[src/rtl/branch_sequencer.sv]
// Bicc sequencer: owns the integer condition codes, resolves the decoded branch,
// drives the PC redirect and decides whether the delay-slot instruction is annulled.
module branch_sequencer #(
    parameter int PC_W   = 32,
    parameter int DISP_W = 22
) (
    input  logic              clk,
    input  logic              rst_n,
    input  logic              icc_we,
    input  logic [3:0]        icc_in,
    output logic [3:0]        icc,
    input  logic              br_valid,
    output logic              br_ready,
    input  logic [3:0]        cond,
    input  logic              annul,
    input  logic [DISP_W-1:0] disp,
    input  logic [PC_W-1:0]   pc,
    output logic              redirect,
    output logic [PC_W-1:0]   target,
    output logic              taken,
    output logic              resolved,
    input  logic              slot_issue,
    output logic              slot_kill,
    input  logic              flush
);

    typedef enum logic [1:0] {
        ST_IDLE    = 2'd0,
        ST_CCWAIT  = 2'd1,
        ST_RESOLVE = 2'd2,
        ST_SLOT    = 2'd3
    } state_t;

    localparam logic [3:0] COND_BA = 4'b1000;

    state_t            state_r;
    logic [3:0]        icc_r;
    logic [3:0]        cond_r;
    logic              annul_r;
    logic              kill_pending_r;
    logic              br_ready_r;
    logic              resolved_r;
    logic              redirect_r;
    logic              taken_r;
    logic [PC_W-1:0]   target_r;

    logic [3:0]        icc_next_s;
    logic              hs_s;
    logic              eval_s;
    logic [3:0]        eval_cond_s;
    logic              eval_annul_s;
    logic              eval_taken_s;
    logic [PC_W-1:0]   disp_ext_s;
    logic [PC_W-1:0]   target_s;

    // Codes 1xxx are the complements of 0xxx, so only the base predicate is tabulated.
    function automatic logic cond_true(input logic [3:0] c, input logic [3:0] f);
        logic n, z, v, cf, base;
        {n, z, v, cf} = f;
        case (c[2:0])
            3'd0:    base = 1'b0;
            3'd1:    base = z;
            3'd2:    base = z | (n ^ v);
            3'd3:    base = n ^ v;
            3'd4:    base = cf | z;
            3'd5:    base = cf;
            3'd6:    base = n;
            3'd7:    base = v;
            default: base = 1'b0;
        endcase
        return base ^ c[3];
    endfunction

    // Resolution is computed on the edge entering RESOLVE, against the flags the
    // register will hold during RESOLVE (so a CCWAIT write is seen).
    always_comb begin
        icc_next_s = icc_we ? icc_in : icc_r;
        hs_s       = br_valid & br_ready_r;
        if (state_r == ST_IDLE) begin
            eval_cond_s  = cond;
            eval_annul_s = annul;
        end else begin
            eval_cond_s  = cond_r;
            eval_annul_s = annul_r;
        end
        eval_s       = ((state_r == ST_IDLE) & hs_s & ~icc_we) | (state_r == ST_CCWAIT);
        eval_taken_s = cond_true(eval_cond_s, icc_next_s);
        disp_ext_s   = PC_W'($signed(disp));
        target_s     = pc + {disp_ext_s[PC_W-3:0], 2'b00};
    end

    // Condition-code register: written whenever the ALU asks, independent of flush.
    always_ff @(posedge clk or negedge rst_n) begin
        if (!rst_n) begin
            icc_r <= 4'b0000;
        end else if (icc_we) begin
            icc_r <= icc_in;
        end else begin
            icc_r <= icc_r;
        end
    end

    // Branch sequencing FSM with its registered outputs.
    always_ff @(posedge clk or negedge rst_n) begin
        if (!rst_n) begin
            state_r        <= ST_IDLE;
            cond_r         <= 4'b0000;
            annul_r        <= 1'b0;
            kill_pending_r <= 1'b0;
            br_ready_r     <= 1'b1;
            resolved_r     <= 1'b0;
            redirect_r     <= 1'b0;
            taken_r        <= 1'b0;
            target_r       <= {PC_W{1'b0}};
        end else begin
            resolved_r <= 1'b0;
            redirect_r <= 1'b0;
            if (flush) begin
                state_r        <= ST_IDLE;
                br_ready_r     <= 1'b1;
                kill_pending_r <= 1'b0;
            end else begin
                case (state_r)
                    ST_IDLE: begin
                        if (hs_s) begin
                            cond_r     <= cond;
                            annul_r    <= annul;
                            target_r   <= target_s;
                            br_ready_r <= 1'b0;
                            state_r    <= icc_we ? ST_CCWAIT : ST_RESOLVE;
                        end
                    end
                    ST_CCWAIT:  state_r <= ST_RESOLVE;
                    ST_RESOLVE: state_r <= ST_SLOT;
                    ST_SLOT: begin
                        if (slot_issue) begin
                            state_r        <= ST_IDLE;
                            br_ready_r     <= 1'b1;
                            kill_pending_r <= 1'b0;
                        end
                    end
                    default: begin
                        state_r    <= ST_IDLE;
                        br_ready_r <= 1'b1;
                    end
                endcase
                if (eval_s) begin
                    resolved_r     <= 1'b1;
                    redirect_r     <= eval_taken_s;
                    taken_r        <= eval_taken_s;
                    kill_pending_r <= eval_annul_s & (~eval_taken_s | (eval_cond_s == COND_BA));
                end
            end
        end
    end

    assign icc       = icc_r;
    assign br_ready  = br_ready_r;
    assign taken     = taken_r;
    assign target    = target_r;
    assign resolved  = resolved_r & ~flush;
    assign redirect  = redirect_r & ~flush;
    assign slot_kill = (state_r == ST_SLOT) & slot_issue & kill_pending_r & ~flush;

endmodule

[config.mk]
export PLATFORM = sky130hd
export DESIGN_NAME = branch_sequencer
export DESIGN_NICKNAME = d
export VERILOG_FILES = /design/src/rtl/branch_sequencer.sv
export SDC_FILE = /design/constraint.sdc
export NUM_CORES = 1
export LEC_CHECK = 0
export BUFFER_PORTS_ARGS = -buffer_cell sky130_fd_sc_hd__buf_2
export CAP_MARGIN = 20
export CORE_MARGIN = 2
export CORE_UTILIZATION = 30
export DETAILED_ROUTE_END_ITERATION = 8
export SLEW_MARGIN = 30
export SYNTH_ARGS = -nofsm -noshare
export SYNTH_HDL_FRONTEND = slang
export SYNTH_SLANG_ARGS = --single-unit
[constraint.sdc]
create_clock -name clk -period 4.1 [get_ports clk]
set_input_delay 0.205 -clock clk [delete_from_list [all_inputs] [get_ports clk]]
set_output_delay 0.205 -clock clk [all_outputs]
set_load 0.1 [all_outputs]
[After elaboration in Yosys (flattened, before gate mapping)]
Index checks and enable logic that the tools add are counted.
Widths: inputs -> output; s select.
Cells by class
  bitwise operators: 18
  multiplexer cells: 21
  add/sub/neg operators: 1
  reduce and logical (&&, ||, !) cells: 10
  eq/ne operators: 13
Operators by type and width (count)
  $add 32x32->32: 1
  $eq 3x3->1 const B: 4
  $mux 1: 12
  $and 1x1->1: 9
  $reduce_bool 3->1: 3
  $mux 2: 4
  $mux 4: 2
  $pmux 1 s8: 1
  $pmux 2 s4: 1
  $eq 3x2->1 const B: 2
  $ne 3x3->1 const B: 2
  $reduce_and 2->1: 3
  $reduce_and 3->1: 2
  $eq 2x2->1 const B: 2
  $eq 4x4->1 const B: 1
  $or 1x1->1: 4
  $eq 3x1->1 const B: 1
  $logic_not 3->1: 1
  $not 1->1: 3
  $eq 2x1->1 const B: 1
  $logic_not 2->1: 1
  $pmux 1 s2: 1
  $xor 1x1->1: 2
Word-level totals
  output and inout port bits: 41
  bits in registers: 48
  input port bits: 69
  logic and storage cells: 73

[Logic depth before layout (Yosys ltp)]
  depth in word-level cells: 10
  mapped depth: 12
  gate-level depth less buffers: 12

[Least setup slack after synthesis]
No wires, ideal clock.
  path type: flip-flop to output port
  from: register state_r[0]
  to: output port slot_kill
  cell stages (with the launch flop): 4
  data arrival time: 2.843 ns
  slack: 1.052 ns
  data required time: 3.895 ns
  path buffers: 0
  path through: dfrtp_1 -> ha_1 -> nand2_1 -> nor3b_1
Between the ends
  word-level cells in the longest chain between the ends: 4
RTL lines
  start, declared: line 36  | state_t state_r;
  start signal, assigned: line 130  | state_r <= icc_we ? ST_CCWAIT : ST_RESOLVE;
  $eq 2x2->1: line 163  | assign slot_kill = (state_r == ST_SLOT) & slot_issue & kill_pending_r & ~flush;
  $and 1x1->1 (3 in a row): line 163
  end, declared: line 23  | output logic slot_kill,
No other way between the ends.

[Worst setup path after layout]
  from: register state_r[0]
  to: register annul_r
Between the ends
  word-level cells in the longest chain between the ends: 2
RTL lines
  $logic_not 2->1: line 123  | case (state_r)
  $reduce_and 3->1 (no line)
  end signal, assigned: line 127  | annul_r <= annul;
  end, declared: line 39  | logic annul_r;
No other way between the ends.
A chain may end at the register's enable or synchronous reset.

==> flow_metrics.env <==
export IMPL_clock_sinks=48
export IMPL_via_per_inst=4.903
export IMPL_synth_area_leaders="dfrtp_1, ha_1, nand2_1"
export IMPL_fin_setup_tns_ns=0
export IMPL_max_clock_freq_mhz=394.7
export IMPL_reg2reg_slack_ns=1.57
export IMPL_netlist_area_um2=3482
export IMPL_ys_flop_type="dfrtp_1"
export IMPL_nFillCells=1162
export IMPL_synth_seq_cells=48
export IMPL_use_met3_pct=2.613
export IMPL_postRouteAntennaNets=0
export IMPL_port_buffers=109
export IMPL_setup_violations_final=0
export IMPL_post_drt_wl_per_cell_um=13.25
export IMPL_ys_seq_area_share_pct=34.53
export IMPL_synth_top_area_share_pct=33.78
export IMPL_gp_congestion=0.7846
export IMPL_p_per_area_nw_per_um2=767.6
export IMPL_reg2reg_from="state_r[0]$_DFFE_PN0P_"
export IMPL_remaining_drc_errors=0
export IMPL_skew_ns=0.01119
export IMPL_worst_pin_slew_ns=0.6522
export IMPL_clk_latency_ns=0.29
export IMPL_grt_max_degree=49
export IMPL_drive_gt1_share_pct=29.65
export IMPL_drt_iter0_drc=160
export IMPL_relSlewSlack_pct=56.52
export IMPL_final_util_pct=37.97
export IMPL_hold_violations=0
export IMPL_power_mw=3.313
export IMPL_grt_ovfl_total=0
export IMPL_cp_end_kind="register"
export IMPL_die_h_um=111.7
export IMPL_die_area_um2=12480
export IMPL_cts_root_buf="clkbuf_16"
export IMPL_netlist_instances=383
export IMPL_synth_edf_count=0
export IMPL_syn_mean_instance_area_um2=9.092
export IMPL_cts_repair_resized=0
export IMPL_vias=3099
export IMPL_required_ns=4.26
export IMPL_crit_fanout=38
export IMPL_initial_core_util_pct=30.63
export IMPL_grt_use_met1_pct=18.52
export IMPL_reg2reg_depth=6
export IMPL_firstDrtPassIters=4
export IMPL_grt_pass1_wl_um=14420
export IMPL_cts_tree="built"
export IMPL_leakage_nw=2.171
export IMPL_die_w_um=111.7
export IMPL_rsz0062_at_grt="no"
export IMPL_worst_slack_ns=1.566
export IMPL_crit_arrival_ns=2.70
export IMPL_rows=39
export IMPL_drv_slew=0
export IMPL_pre_cts_ws_ns=1.364
export IMPL_hp_class="input pin to async pin"
export IMPL_yosys_cell_types_count=53
export IMPL_grt_busiest_layer="met2"
export IMPL_grt_usage_pct=13.61
export IMPL_r2r_end="annul_r$_DFFE_PN0P_"
export IMPL_dp_hpwl_um=6604
export IMPL_grt_pass1_vias=3043
export IMPL_syn_nets=486
export IMPL_areaGrowthSynthToFinish_pct=23.97
export IMPL_run_status="complete, no violations"
export IMPL_async_flop_share_pct=100.0
export IMPL_coreArea_um2=11370
export IMPL_yosysMostFrequentCell="nand2_1"
export IMPL_yosysWarnings=0
export IMPL_met2_usage_pct=22.95
export IMPL_crit_path_start_kind="register"
export IMPL_yosys_area_top_type="dfrtp_1"
export IMPL_post_route_period_util_pct=61.79
export IMPL_post_cts_buffers=0
export IMPL_crit_type="register to register"
export IMPL_peakVddDrop_mv=0.4363
export IMPL_num_io_pins=110
export IMPL_antenna_cells=0
export IMPL_antenna_found_initial=0
export IMPL_nets=591
export IMPL_netlist_top_cells_count="nand2_1, dfrtp_1, ha_1"
export IMPL_path_clk_slew_ns=0.07
export IMPL_max_cap_violations=0
export IMPL_wl_um=8374
export IMPL_post_route_min_period_ns=2.534
export IMPL_numCtsBuffers=5
export IMPL_clockBufferDepth=2
export IMPL_htreeDepth=2
export IMPL_ctsHoldBuffers=0
==> state kept, by name, summed over array words and instances (netlist names) <==
register,flops
cond_r,4
annul_r,1
resolved_r,1
redirect_r,1
icc,4
state_r,2
target,32
taken,1
kill_pending_r,1
br_ready,1
==> critical path: stages, from the launching register on <==
cell and delay (ns):
dfrtp_1 0.40, inv_1 0.08, ha_1 0.38, nand3_1 0.16, or2_2 0.54, buf_4 0.45, mux2_2 0.38
==> worst max-delay path by stage <==
stage                                start                     end  slack [ns]  cells after the start
floorplan           state_r[0]$_DFFE_PN0P_               slot_kill        1.05                      3
global placement                   disp[0]  target[30]$_DFFE_PN0P_        1.48                     13
detailed placement                 disp[0]  target[30]$_DFFE_PN0P_        1.36                     13
CTS                 state_r[0]$_DFFE_PN0P_     annul_r$_DFFE_PN0P_        1.54                      6
global route        state_r[0]$_DFFE_PN0P_     annul_r$_DFFE_PN0P_        1.33                      6
finish              state_r[0]$_DFFE_PN0P_     annul_r$_DFFE_PN0P_        1.57                      6
==> routing by layer <==
metal	up-vias	routed length [µm]	share of wire (%)
li1	1580	-	-
met2	88	3976	47
met5	-	0	0
met3	6	441	5.3
met1	1425	3906	47
met4	0	51	0.61
==> power by group <==
part           internal (mW)  switching [mW]
clock                  0.244           0.178
combinational          0.436            1.66
sequential             0.677           0.113
==> through the flow <==
| step | area [µm²] | cells | hold WS [ns] |
|---|---|---|---|
| after global placement | 4170 | 624 | 0.3638 |
| final | 4317 | 632 | 0.03454 |
| after CTS | 4317 | 632 | 0.06101 |
| after floorplan | 3482 | 383 | -0.09059 |
| after global routing | 4317 | 632 | 0.09690 |
| after detailed placement | 4170 | 624 | 0.3718 |
==> cells by family (layout without fill, tap and decap cells) <==
group,Yosys count,count (layout),share of synthesized area [%]
AOI/OAI and AO/OA,120,120,22.71
and+or+nand+nor,110,110,14.95
DFF,48,48,34.53
adders and majority gates,34,34,12.43
xor gates and xnor gates,28,28,7.043
buffers and inverters,25,131,2.767
muxes,18,18,5.570
==> cell type report <==
cell class                      instances  area, µm²  area share [%]
Timing Repair Buffer                  111      560.5           12.99
Tap cell                              143      178.9           4.145
Clock buffer                            8      146.4           3.391
Sequential cell                        48       1202           27.85
Inverter                               12      45.04           1.043
Multi-Input combinational cell        310       2183           50.58
==> layout by cell type, fill, tap and decap left out, types with 3 or more instances in the layout <==
cell | synthesis | final
buf_2 | 2 | 109
nand2_1 | 57 | 57
dfrtp_1 | 47 | 47
ha_1 | 33 | 33
a21oi_1 | 32 | 32
o21ai_0 | 31 | 31
xor2_1 | 15 | 15
nor2_1 | 14 | 14
xnor2_1 | 13 | 13
inv_1 | 11 | 11
mux2_2 | 11 | 11
a21o_1 | 11 | 11
o21ai_1 | 10 | 10
mux2i_1 | 7 | 7
nand3_1 | 6 | 6
nand2b_1 | 6 | 6
o21a_1 | 5 | 5
clkbuf_16 | 0 | 5
nor3b_1 | 4 | 4
nor3_1 | 4 | 4
o21bai_1 | 4 | 4
o31ai_1 | 4 | 4
nor2b_1 | 3 | 3
or2_2 | 3 | 3
o211ai_1 | 3 | 3
nand4_1 | 3 | 3
a211oi_1 | 3 | 3
a31oi_1 | 3 | 3
Note: power is estimated with default switching activity, not from simulation.
